--- src/rtl/wb_port_arbiter_if.sv ---
// wb_port_arbiter_if: pipeline writeback, long-latency result and register-file write port bundle.
interface wb_port_arbiter_if;
    logic        p_valid;
    logic [4:0]  p_rd;
    logic [31:0] p_data;
    logic        s_valid;
    logic        s_ready;
    logic [4:0]  s_rd;
    logic [31:0] s_data;
    logic        rf_we;
    logic [4:0]  rf_waddr;
    logic [31:0] rf_wdata;
    logic        pipe_stall;
    logic        busy;
    modport master(
        output p_valid, p_rd, p_data, s_valid, s_rd, s_data,
        input  s_ready, rf_we, rf_waddr, rf_wdata, pipe_stall, busy
    );
    modport slave(
        input  p_valid, p_rd, p_data, s_valid, s_rd, s_data,
        output s_ready, rf_we, rf_waddr, rf_wdata, pipe_stall, busy
    );
endinterface

--- src/rtl/wb_port_arbiter.sv ---
// wb_port_arbiter: shares the register-file write port between pipeline writeback and a long-latency FIFO.
// Optional same-cycle bypass of an empty FIFO when WBARB_BYPASS_EN is defined.
module wb_port_arbiter #(
    parameter int DEPTH        = 2,
    parameter int STARVE_LIMIT = 8,
    parameter int CNT_W        = 4
) (
    input logic             clk,
    input logic             reset,
    wb_port_arbiter_if.slave bus
);
    localparam int AW = $clog2(DEPTH);
    typedef enum logic {NORMAL, FORCE} state_t;
    state_t           state;
    logic [CNT_W-1:0] cnt;
    logic             stall;
    logic [4:0]       q_rd   [DEPTH];
    logic [31:0]      q_data [DEPTH];
    logic [DEPTH-1:0] q_dead;
    logic [AW:0]      wptr, rptr;
    logic [AW-1:0]    head;
    logic             empty, full, p_grant, pop, push, byp;
    assign head    = rptr[AW-1:0];
    assign empty   = wptr == rptr;
    assign full    = (wptr[AW] != rptr[AW]) && (wptr[AW-1:0] == rptr[AW-1:0]);
    assign p_grant = bus.p_valid && bus.p_rd != 5'd0;
    assign pop     = !p_grant && !empty;
`ifdef WBARB_BYPASS_EN
    assign byp     = empty && !p_grant && bus.s_valid;
`else
    assign byp     = 1'b0;
`endif
    assign bus.s_ready    = !full || pop;
    assign push           = bus.s_valid && bus.s_ready && !byp;
    assign bus.busy       = !empty;
    assign bus.pipe_stall = stall;
    // Dead or x0 entries still pop, they just never reach the register file.
    always_comb begin
        bus.rf_we    = p_grant || (pop && !q_dead[head] && q_rd[head] != 5'd0) || (byp && bus.s_rd != 5'd0);
        bus.rf_waddr = p_grant ? bus.p_rd : pop ? q_rd[head] : bus.s_rd;
        bus.rf_wdata = p_grant ? bus.p_data : pop ? q_data[head] : bus.s_data;
    end
    always_ff @(posedge clk) begin
        if (push) begin
            q_rd[wptr[AW-1:0]]   <= bus.s_rd;
            q_data[wptr[AW-1:0]] <= bus.s_data;
        end
    end
    // A newer pipeline write kills matching buffered results; the entry pushed this cycle is newer still.
    always_ff @(posedge clk or posedge reset) begin
        if (reset) begin
            wptr   <= '0;
            rptr   <= '0;
            q_dead <= '0;
        end else begin
            for (int i = 0; i < DEPTH; i++)
                if (p_grant && q_rd[i] == bus.p_rd) q_dead[i] <= 1'b1;
            if (push) begin
                q_dead[wptr[AW-1:0]] <= 1'b0;
                wptr                 <= wptr + (AW+1)'(1);
            end
            if (pop) rptr <= rptr + (AW+1)'(1);
        end
    end
    always_ff @(posedge clk or posedge reset) begin
        if (reset) begin
            state <= NORMAL;
            cnt   <= '0;
            stall <= 1'b0;
        end else if (state == FORCE) begin
            state <= NORMAL;
            cnt   <= '0;
            stall <= 1'b0;
        end else if (empty || pop) begin
            cnt <= '0;
        end else if (cnt == CNT_W'(STARVE_LIMIT - 1)) begin
            state <= FORCE;
            cnt   <= '0;
            stall <= 1'b1;
        end else begin
            cnt <= cnt + CNT_W'(1);
        end
    end
endmodule

--- src/flat_wrapper.sv ---
// flat-port wrapper written by rule: the top's interface ports become plain ports
module wb_port_arbiter_flat 
#(
    parameter int DEPTH        = 2,
    parameter int STARVE_LIMIT = 8,
    parameter int CNT_W        = 4
)
  (clk, reset, bus_p_valid, bus_p_rd, bus_p_data, bus_s_valid, bus_s_rd, bus_s_data, bus_s_ready, bus_rf_we, bus_rf_waddr, bus_rf_wdata, bus_pipe_stall, bus_busy);
  wb_port_arbiter_if bus_i ();
  input logic clk;
  input logic reset;
  input wire logic [$bits(bus_i.p_valid)-1:0] bus_p_valid;
  input wire logic [$bits(bus_i.p_rd)-1:0] bus_p_rd;
  input wire logic [$bits(bus_i.p_data)-1:0] bus_p_data;
  input wire logic [$bits(bus_i.s_valid)-1:0] bus_s_valid;
  input wire logic [$bits(bus_i.s_rd)-1:0] bus_s_rd;
  input wire logic [$bits(bus_i.s_data)-1:0] bus_s_data;
  output wire logic [$bits(bus_i.s_ready)-1:0] bus_s_ready;
  output wire logic [$bits(bus_i.rf_we)-1:0] bus_rf_we;
  output wire logic [$bits(bus_i.rf_waddr)-1:0] bus_rf_waddr;
  output wire logic [$bits(bus_i.rf_wdata)-1:0] bus_rf_wdata;
  output wire logic [$bits(bus_i.pipe_stall)-1:0] bus_pipe_stall;
  output wire logic [$bits(bus_i.busy)-1:0] bus_busy;
  assign bus_i.p_valid = bus_p_valid;
  assign bus_i.p_rd = bus_p_rd;
  assign bus_i.p_data = bus_p_data;
  assign bus_i.s_valid = bus_s_valid;
  assign bus_i.s_rd = bus_s_rd;
  assign bus_i.s_data = bus_s_data;
  assign bus_s_ready = bus_i.s_ready;
  assign bus_rf_we = bus_i.rf_we;
  assign bus_rf_waddr = bus_i.rf_waddr;
  assign bus_rf_wdata = bus_i.rf_wdata;
  assign bus_pipe_stall = bus_i.pipe_stall;
  assign bus_busy = bus_i.busy;
  wb_port_arbiter #(.DEPTH(DEPTH), .STARVE_LIMIT(STARVE_LIMIT), .CNT_W(CNT_W)) u_core (.clk(clk), .reset(reset), .bus(bus_i));
endmodule
--- config.mk ---
export PLATFORM = sky130hd
export DESIGN_NAME = wb_port_arbiter_flat
export DESIGN_NICKNAME = d
export VERILOG_FILES = /design/src/rtl/wb_port_arbiter_if.sv /design/src/rtl/wb_port_arbiter.sv /design/src/flat_wrapper.sv
export SDC_FILE = /design/constraint.sdc
export NUM_CORES = 1
export LEC_CHECK = 0
export CORE_AREA = 2 2 101 93
export DETAILED_ROUTE_END_ITERATION = 8
export DIE_AREA = 0 0 103 95
export GPL_ROUTABILITY_DRIVEN = 0
export GPL_TIMING_DRIVEN = 0
export PLACE_DENSITY = 0.81
export SYNTH_ARGS = -nofsm -noshare
export SYNTH_HDL_FRONTEND = slang
export SYNTH_SLANG_ARGS = --single-unit
--- constraint.sdc ---
create_clock -name clk -period 4.12 [get_ports clk]
set_input_delay 1.236 -clock clk [delete_from_list [all_inputs] [get_ports clk]]
set_output_delay 1.236 -clock clk [all_outputs]
set_load 0.05 [all_outputs]
==> results by group, run 1 <==
Place
  • IO buf count: 118
  • Area post-placement: 5580 um2
  • Pre-CTS setup slack: -1.33 ns
  • DPL Wire Length: 6650 um
  • Placed Cells: 551

Die
  • Starting density of the core: 0.464
  • Row count: 33
  • Die W: ~100 um
  • Core area: 8840 um2
  • Die H: 95 um
  • I/O pin count: around 120
  • Die Area: 9790 um2

Clock network
  • Clk_lat worst skew: 0.34 ns
  • CTS Sinks: 86
  • CTS tree: yes
  • Number of buffers created by CTS: 9
  • H-tree Lvls: 3
  • Clock Pin Slew Worst Setup and Hold Paths: 0.08 ns
  • Clock Tree Root: clkbuf_8
  • Clock Tree Buf Depth: 2

Setup path
  • Critical path class: in2out
  • Critical path arrival: 2.87 ns
  • Buf/Inv on CP: 4
  • Cell Chain, Critical Path: clkdlybuf4s15_2, or4_4, o21a_4, buf_6, clkbuf_16, o21ai_4, buf_6
  • Reg2Reg Depth: 4
  • Slowest-stage cell, CP: or4_4
  • Worst-path fanout max: 5
  • CP most frequent cell: buf_6
  • Stages on worst setup path: 7
  • Crit path max-delay family: buffers and inverters
  • Startpoint types: input pin
  • CP max stage delay: ~0.51 ns
  • Crit. End Element: primary output
  • WP data required: around 2.9 ns

STA
  • Tmin final: 4.10 ns
  • Top achievable clock speed: roughly 0.24 GHz
  • Crit share post-route: 0.995
  • Worst clock skew: roughly 0.009 ns
  • Slew HR: 0.467
  • WHS: 0.421 ns
  • Setup TNS Final: 0 ns
  • Worst-margin pin slew: around 0.8 ns
  • Final hold vios: 0
  • Max-slew violations: 0
  • Final Setup Violations: 0
  • PnR worst setup slack: 0.0187 ns
  • Setup repair after global routing missed its margin: true

Power
  • Power Dens Cells: 726 nW/um2
  • Clock Power Share: 0.158
  • Internal power: 2.53 mW
  • Maximum VDD drop: roughly 340 uV
  • NetSw: 1.79 mW
  • Reg power frac: 0.290
  • Leak: 2.37 nW
  • Comb power frac: 0.552
  • Final Total Pwr: 4.32 mW
  • Sw Ratio: 0.415

Synth
  • Post-Synthesis Cell Area: 4100 um2
  • Fraction of registers with async set/reset: 0.140
  • Synth Instances: 309
  • Post-synthesis sequential area ratio: 0.615
  • Synthesized area per cell: approximately 13 um2
  • Unique masters post-synth: 29
  • Synth Net Count: 388
  • Primary FF master, synth: edfxtp_1
  • Post-synth EDFFs: 74
  • Synthesized flop and latch total: 86
  • Warnings from Yosys: 0

Global routing
  • Largest net degree at the start of global routing: 23
  • Initial antenna violation count: 0
  • GR peak layer: met2
  • GR Util met1: 0.250
  • Remaining global-route overflow: 0
  • Vias in the first global route: 3019
  • M2 GR Usage: 0.346
  • GR Util met3: 0.0385
  • First-pass GRT wire length: 14800 um
  • GRT Total Usage: 0.202

Status
  • Status: complete, no violations

Route
  • # DRC: 0
  • Routed WL: ~9600 um
  • DR WL/cell: between 15 and 20 um
  • Initial DRC count: 86
  • Final ANT Viol Nets: 0
  • Vias: 2949
  • DR pass1 iterations: 4
  • Via density: 5.15

Finish
  • Fin area: approximately 5900 um2
  • Ant. Diodes: 0
  • Nets: 525
  • Fin cells: 573
  • Share of layout cells above drive strength 1: 0.304
  • Area Overhead vs Synth: 44.9%
  • Filler cells: 715
  • Final core occ: 0.673

Worst hold path
  • Hold/Removal Path Class: reg2reg
  • Hold depth: 1

Run
  • Max-cap violations: 0
## area by class of cell
| cell class | count | area (um2) | share of cell area |
|---|---|---|---|
| plain buffers | 17 | 168 | 0.0282 |
| clock buffers | 12 | 135 | 0.0227 |
| clock inverters | 4 | 95.1 | 0.0160 |
| inverters | 4 | 15.0 | 0.00253 |
| multi-input cells | 202 | 1610 | 0.271 |
| flip-flops and latches | 86 | 2520 | 0.424 |
| well taps | 122 | 153 | 0.0257 |
| repair buffers | 126 | 1240 | 0.209 |
## metal layers
layer  part of all wire  vias to the layer above
li1                   -                     1430
met5                  0                        -
met3              0.052                       14
met4              0.020                        0
met1               0.44                     1412
met2               0.49                       93
## state kept, by name (all words and copies together) (netlist names)
signal                 count
u_core.rptr                2
u_core.q_dead              2
u_core.wptr                2
u_core.cnt                 4
u_core.q_data             64
u_core.bus.pipe_stall      1
u_core.state               1
u_core.q_rd               10
## power by group through the flow
stage | sequential, mW | combinational, mW | clock, mW
after global placement | 1.27 | 2.32 | 0
after floorplan | 1.26 | 1.69 | 0
final | 1.25 | 2.38 | 0.681
after global routing | 1.27 | 2.54 | 0.731
after detailed placement | 1.27 | 2.38 | 0
after CTS | 1.25 | 2.39 | 0.696
## worst paths after layout
check | slack [ns] | start | end
worst min-delay path | 0.42 | u_core.state | u_core.bus.pipe_stall
max in group asynchronous | 2.61 | reset | u_core.cnt[1]
worst max register to register | 1.81 | u_core.rptr[0] | u_core.q_data[0][8]
worst max-delay path | 0.02 | bus_p_rd[2] | bus_rf_wdata[15]
min in group asynchronous | 1.19 | reset | u_core.rptr[1]
worst min register to register | 0.42 | u_core.state | u_core.bus.pipe_stall
## Yosys cell counts, types with 2 or more instances
| master | instances | area [um2] |
|---|---|---|
| edfxtp_1 | 74 | 2220 |
| buf_1 | 2 | 7.51 |
| clkbuf_1 | 9 | 33.8 |
| o21ai_0 | 38 | 190 |
| a41oi_1 | 2 | 17.5 |
| xnor2_1 | 9 | 78.8 |
| mux2i_1 | 38 | 380 |
| nor2_1 | 7 | 26.3 |
| inv_1 | 4 | 15.0 |
| nand3_1 | 3 | 15.0 |
| nor3_1 | 6 | 30.0 |
| dfrtp_1 | 12 | 300 |
| nand2_1 | 42 | 158 |
| mux2_2 | 37 | 417 |
| buf_2 | 5 | 25.0 |
| xor2_1 | 8 | 70.1 |
## cell usage in the layout, fill, tap and decap left out, types with 2 or more instances in the layout
cell type        count
buf_16               2
nor2_1               7
buf_4               27
buf_2                7
o21ai_4              5
buf_6               14
nand2_2              3
nor3_1               6
edfxtp_1            74
o21ai_0             15
bufinv_16            3
o21ai_1              5
nand2_1             39
clkdlybuf4s50_1     75
buf_1                2
clkbuf_4             2
nand3_1              3
mux2_2              37
o21ai_2             13
a41oi_1              2
xor2_1               8
inv_1                4
dfrtp_1             12
clkbuf_1             5
xnor2_1              9
mux2i_1             38
clkbuf_16            3
clkbuf_8            13
## cells by family (layout without fill, tap and decap cells)
kind of cell               Yosys count  in the layout  synth area share
AOI/OAI and AO/OA                   48             48            0.0683
xor gates and xnor gates            17             17            0.0363
adders and majority gates            1              1           0.00305
buffers and inverters               21            163            0.0226
DFF                                 86             86             0.615
muxes                               75             75             0.194
and+or+nand+nor                     61             61            0.0610
## timing repair
item                                   CTS  global route
cloned                                   4             0
buffers inserted                         2             0
hold buffers                             0             0
resized for setup                      300            13
setup endpoints to repair               39            34
endpoints found under the hold margin    0             0
pin swaps                                1             1
Power figures use the tool's default switching activity.
==> run 2: changes to the inputs <==
--- a/config.mk
+++ b/config.mk
@@ -5,12 +5,13 @@
 export SDC_FILE = /design/constraint.sdc
 export NUM_CORES = 1
 export LEC_CHECK = 0
-export CORE_AREA = 2 2 101 93
+export CORE_AREA = 2 2 98 91
+export CTS_CLUSTER_SIZE = 12
 export DETAILED_ROUTE_END_ITERATION = 8
-export DIE_AREA = 0 0 103 95
+export DIE_AREA = 0 0 100 93
 export GPL_ROUTABILITY_DRIVEN = 0
 export GPL_TIMING_DRIVEN = 0
-export PLACE_DENSITY = 0.81
+export PLACE_DENSITY = 0.85
 export SYNTH_ARGS = -nofsm -noshare
 export SYNTH_HDL_FRONTEND = slang
 export SYNTH_SLANG_ARGS = --single-unit
==> constraint.sdc (replaced) <==
create_clock -name clk -period 5.03 [get_ports clk]
set_input_delay 1.509 -clock clk [delete_from_list [all_inputs] [get_ports clk]]
set_output_delay 1.509 -clock clk [all_outputs]
set_load 0.05 [all_outputs]
==> results by group, run 2 (synthesized netlist as in run 1, its figures left out) <==
Route
  • DR pass1 iterations: 4 (unchanged)
  • # DRC: 0 (unchanged)
  • Vias: 2920 (-0.98%)
  • Routed WL: 9640 um (+0.90%)
  • Via density: 5.34 (+3.7%)
  • DR WL/cell: 17.6 um (+5.7%)
  • Final ANT Viol Nets: 0 (unchanged)
  • Initial DRC count: 131 (+52%)

Die
  • I/O pin count: 119 (unchanged)
  • Die Area: 9300 um2 (-5.0%)
  • Starting density of the core: 0.493 (+0.0283)
  • Core area: 8330 um2 (-5.7%)
  • Die H: 93 um (-2.1%)
  • Die W: 100 um (-2.9%)
  • Row count: 32 (-3.0%)

Power
  • Maximum VDD drop: 282 uV (-16%)
  • Leak: 2.22 nW (-6.6%)
  • Power Dens Cells: 603 nW/um2 (-17%)

Global routing
  • Vias in the first global route: 3009 (-0.33%)
  • Remaining global-route overflow: 0 (unchanged)
  • Largest net degree at the start of global routing: 23 (unchanged)
  • GRT Total Usage: 0.209 (+0.00740)
  • Initial antenna violation count: 0 (unchanged)
  • First-pass GRT wire length: 14900 um (+0.51%)

Clock network
  • CTS Sinks: 86 (unchanged)
  • Number of buffers created by CTS: 9 (unchanged)
  • Clk_lat worst skew: 0.35 ns (about the same)
  • H-tree Lvls: 3 (unchanged)
  • Clock Tree Root: clkbuf_8
  • Number of post-CTS setup repair buffers: 0 (-2)
  • Clock Pin Slew Worst Setup and Hold Paths: 0.09 ns (about the same)
  • CTS tree: yes
  • Clock Tree Buf Depth: 2 (unchanged)
  • CTS Hold Bufs: 0 (unchanged)

STA
  • Final hold vios: 0 (unchanged)
  • PnR worst setup slack: 0.0779 ns (+0.0592 ns)
  • Slew HR: 0.438 (-0.0288)
  • Top achievable clock speed: 0.202 GHz
  • Worst clock skew: 0.0175 ns (+0.00829 ns)
  • Tmin final: 4.95 ns
  • Final Setup Violations: 0 (unchanged)
  • Crit share post-route: 0.985
  • Max-slew violations: 0 (unchanged)
  • Worst-margin pin slew: 0.843 ns (+0.0432 ns)
  • Setup repair after global routing missed its margin: true

Place
  • Placed Cells: 531 (-3.6%)
  • DPL Wire Length: 6880 um (+3.5%)
  • IO buf count: 118 (unchanged)
  • Pre-CTS setup slack: -0.825 ns (+0.501 ns)

Finish
  • Area of the multi-input gates: 1490 um2 (-7.4%)
  • Most common cell after layout, fill and taps aside: clkdlybuf4s50_1
  • Most frequent cells in the layout: clkdlybuf4s50_1, edfxtp_1, nand2_1
  • Max reg flops: 64 (unchanged)
  • Nets: 519 (-1.1%)
  • Filler cells: 653 (-8.7%)
  • Area Overhead vs Synth: 34.6%
  • Fin cells: 547 (-4.5%)
  • Share of layout cells above drive strength 1: 0.236 (-0.0678)
  • Final core occ: 0.663 (-0.00959)
  • Ant. Diodes: 0 (unchanged)
  • Sequential Area: 2520 um2 (unchanged)

Setup path
  • Critical path class: in2out
  • CP max stage delay: 0.48 ns (-0.03 ns)
  • Startpoint types: input pin
  • Slowest-stage cell, CP: clkdlybuf4s50_1
  • Worst Setup SP: bus_p_rd[3]
  • WP data required: 3.52 ns (+0.64 ns)
  • Worst-path fanout max: 10 (+5)
  • Crit. End Element: primary output
  • Critical path arrival: 3.44 ns (+0.57 ns)
  • Reg-to-Reg Start: u_core.rptr[0]
  • Cell Chain, Critical Path: clkdlybuf4s50_1, or4_4, o21a_1, buf_6, buf_2, o21ai_1, buf_2
  • CP most frequent cell: buf_2
  • Buf/Inv on CP: 4 (unchanged)
  • Crit path max-delay family: buffers and inverters

Status
  • Status: complete, no violations

Worst hold path
  • Hold/Removal Path Class: reg2reg
  • Worst hold start: u_core.state

Run
  • Max-cap violations: 0 (unchanged)
## run 2: changes by cell type in the layout (fill, tap and decap cells not counted), sizes merged, moves of 2 or more
cell,change
clkinvlp,+2
clkdlybuf4s15,-2
buf,-3
bufinv,-2
dlygate4sd2,+3
clkbuf,-4
## run 2: where the power goes
part	internal [mW]	switching, mW
combinational	0.676	1.15
clock	0.244	0.236
sequential	0.968	0.0590
## run 2: final cells by class
class	instances	share of cell area
well taps	102	0.0231
clock buffers	13	0.0270
clock inverters	3	0.00815
plain buffers	17	0.0159
flip-flops and latches	86	0.457
multi-input cells	202	0.270
repair buffers	120	0.196
inverters	4	0.00272
## run 2: routing by layer
layer / vias up / routed length, um / track usage
li1: 1408 / - / -
met1: 1400 / 4040 / 0.263
met2: 101 / 4930 / 0.368
met3: 11 / 537 / 0.0359
met4: 0 / 131 / 0.0674
met5: - / 0 / 0
## run 2: path summary, 6_finish.rpt
check | cells past startpoint | slack (ns) | endpoint
min reg2reg | 1 | 0.42 | u_core.bus.pipe_stall
max in group asynchronous | 2 | 3.23 | u_core.cnt[3]
max reg2reg | 4 | 2.69 | u_core.q_data[0][12]
min in group asynchronous | 2 | 1.47 | u_core.bus.pipe_stall
min | 1 | 0.42 | u_core.bus.pipe_stall
max | 7 | 0.08 | bus_rf_wdata[15]
## run 2: worst reg2reg max path, delay by kind of cell, from the launching register on
kind / cells / cell delay, ns
flip-flops: 1 / 0.32
buffers and inverters: 3 / 1.06
AO/OA/AOI/OAI: 1 / 0.64
## run 2: through the flow
stage	instance area (um2)	setup TNS (ns)	hold slack [ns]	power, mW
global route	5520	-0.0760	0.436	3.49
finish	5520	0	0.419	3.33
global placement	5410	-25.88	0.414	2.89
CTS	5490	0	0.417	3.32
floorplan	4100	-2.22	0.394	2.38
detailed placement	5470	-26.67	0.418	2.95
## run 2: repair_timing
action / CTS / global route
setup endpoints to repair: 39 / 34
resized for setup: 219 / 38
hold endpoints to repair: 0 / 0
==> run 3: changes to the inputs <==
--- a/config.mk
+++ b/config.mk
@@ -5,13 +5,13 @@
 export SDC_FILE = /design/constraint.sdc
 export NUM_CORES = 1
 export LEC_CHECK = 0
-export CORE_AREA = 2 2 98 91
+export CORE_AREA = 2 2 99 91
 export CTS_CLUSTER_SIZE = 12
 export DETAILED_ROUTE_END_ITERATION = 8
-export DIE_AREA = 0 0 100 93
+export DIE_AREA = 0 0 101 93
 export GPL_ROUTABILITY_DRIVEN = 0
 export GPL_TIMING_DRIVEN = 0
-export PLACE_DENSITY = 0.85
+export PLACE_DENSITY = 0.84
 export SYNTH_ARGS = -nofsm -noshare
 export SYNTH_HDL_FRONTEND = slang
 export SYNTH_SLANG_ARGS = --single-unit
==> results by group, run 3 (synthesized netlist as in run 1, its figures left out) <==
STA
  • Tmin final: 4.96 ns (+0.00685 ns)
  • Crit share post-route: 0.986 (+0.00136)
  • Max-slew violations: 0 (unchanged)
  • Worst-margin pin slew: 0.759 ns (-0.0839 ns)
  • Worst clock skew: 0.0128 ns (-0.00466 ns)
  • Slew HR: 0.494 (+0.0559)
  • Setup TNS Final: 0 ns (unchanged)
  • Final hold vios: 0 (unchanged)
  • Final Setup Violations: 0 (unchanged)
  • Top achievable clock speed: 0.202 GHz (-0.14%)
  • Setup repair after global routing missed its margin: true
  • WHS: 0.428 ns (+0.00926 ns)

Finish
  • Share of layout cells above drive strength 1: 0.238 (+0.00225)
  • Max reg flops: 64 (unchanged)
  • Ant. Diodes: 0 (unchanged)
  • Area Overhead vs Synth: 35.7%
  • Most common cell after layout, fill and taps aside: clkdlybuf4s50_1
  • Most frequent cells in the layout: clkdlybuf4s50_1, edfxtp_1, nand2_1
  • Fin area: 5570 um2 (+0.84%)
  • Nets: 519 (unchanged)

Power
  • Final Total Pwr: 3.41 mW (+2.4%)
  • Maximum VDD drop: 262 uV (-7.1%)
  • Power Dens Cells: 613 nW/um2 (+1.5%)
  • Leak: 2.24 nW (+1.2%)

Global routing
  • Initial antenna violation count: 0 (unchanged)
  • GRT Total Usage: 0.202 (-0.00668)
  • Vias in the first global route: 3061 (+1.7%)
  • Largest net degree at the start of global routing: 41 (+78%)
  • First-pass GRT wire length: 14500 um (-2.6%)
  • Remaining global-route overflow: 0 (unchanged)

Clock network
  • CTS Sinks: 86 (unchanged)
  • Clock Tree Buf Depth: 2 (unchanged)
  • CTS tree: yes
  • Number of post-CTS setup repair buffers: 0 (unchanged)
  • H-tree Lvls: 3 (unchanged)
  • Clk_lat worst skew: 0.34 ns (about the same)
  • Number of buffers created by CTS: 9 (unchanged)
  • Clock Pin Slew Worst Setup and Hold Paths: 0.08 ns (about the same)
  • Clock Tree Root: clkbuf_8

Die
  • I/O pin count: 119 (unchanged)
  • Die Area: 9390 um2 (+1.0%)
  • Starting density of the core: 0.488 (-0.00469)
  • Core area: 8410 um2 (+0.96%)
  • Die H: 93 um (unchanged)
  • Die W: 101 um (+1.0%)
  • Row count: 32 (unchanged)

Place
  • DPL Wire Length: 6520 um (-5.3%)
  • IO buf count: 118 (unchanged)
  • Area post-placement: 5440 um2 (-0.50%)

Setup path
  • Slowest-stage cell, CP: clkdlybuf4s50_1
  • Worst-path fanout max: 10 (unchanged)
  • Worst R2R Setup Slack: 2.72 ns (+0.03 ns)
  • Startpoint types: input pin
  • WP data required: 3.52 ns (about the same)
  • Cell Chain, Critical Path: clkdlybuf4s50_1, or4_1, o21a_1, buf_6, clkbuf_4, o21ai_0, buf_4
  • CP max stage delay: 0.47 ns (about the same)
  • Critical path class: in2out
  • Buf/Inv on CP: 4 (unchanged)
  • Critical path arrival: 3.45 ns (about the same)
  • Crit. End Element: primary output
  • Crit path max-delay family: buffers and inverters

Run
  • Max-cap violations: 0 (unchanged)

Route
  • Highest Signal Layer: met4
  • # DRC: 0 (unchanged)
  • Routed wl met2: 4810 um (-2.6%)
  • DR pass1 iterations: 4 (unchanged)
  • Initial DRC count: 101 (-23%)
  • Final ANT Viol Nets: 0 (unchanged)
  • Via density: 5.40 (+1.1%)
  • Met3 WL: 485 um (-9.7%)
  • M1 WL: 3880 um (-3.9%)
  • Vias: 2952 (+1.1%)
  • Routed WL: 9330 um (-3.2%)
  • DR WL/cell: 17.1 um (-3.2%)

Status
  • Status: complete, no violations

Worst hold path
  • Hold/Removal Path Class: reg2reg
## run 3: power by group
part           internal (mW)  switching, mW  total (mW)
Clock                  0.329          0.239       0.568
Sequential             0.968         0.0585        1.03
Combinational          0.678           1.14        1.82
## run 3: timing repair
action | 4_1_cts | 5_1_grt
endpoints found under the setup margin | 39 | 27
hold buffers | 0 | 0
resized for setup | 227 | 22
## run 3: cell type report
type	count	area, um2
fillers	641	2840
multi-input cells	202	1490
well taps	102	128
clock inverters	6	110
clock buffers	10	128
flip-flops and latches	86	2520
inverters	4	15.0
repair buffers	120	1090
plain buffers	17	88.8
## run 3: worst paths after layout
kind / startpoint / to / cells past startpoint
worst min register to register: u_core.state / u_core.bus.pipe_stall / 1
min in group asynchronous: reset / u_core.q_dead[0] / 2
max in group asynchronous: reset / u_core.cnt[2] / 2
worst max register to register: u_core.rptr[0] / u_core.q_data[0][4] / 4
worst max-delay path: bus_p_rd[3] / bus_rf_wdata[29] / 7
worst min-delay path: u_core.state / u_core.bus.pipe_stall / 1
## run 3: metrics by stage
stage	std cells	utilization	setup WS [ns]
after global placement	529	0.644	-0.798
after detailed placement	530	0.647	-0.830
after floorplan	309	-	-0.150
final	547	0.663	0.0710
after global routing	547	0.663	-0.00230
after CTS	546	0.657	0.00836
## run 3: per-layer routing
metal	global-route usage	vias to the layer above
li1	-	1407
met1	0.245	1439
met2	0.362	95
met3	0.0306	11
met4	0.0811	0
met5	0	-
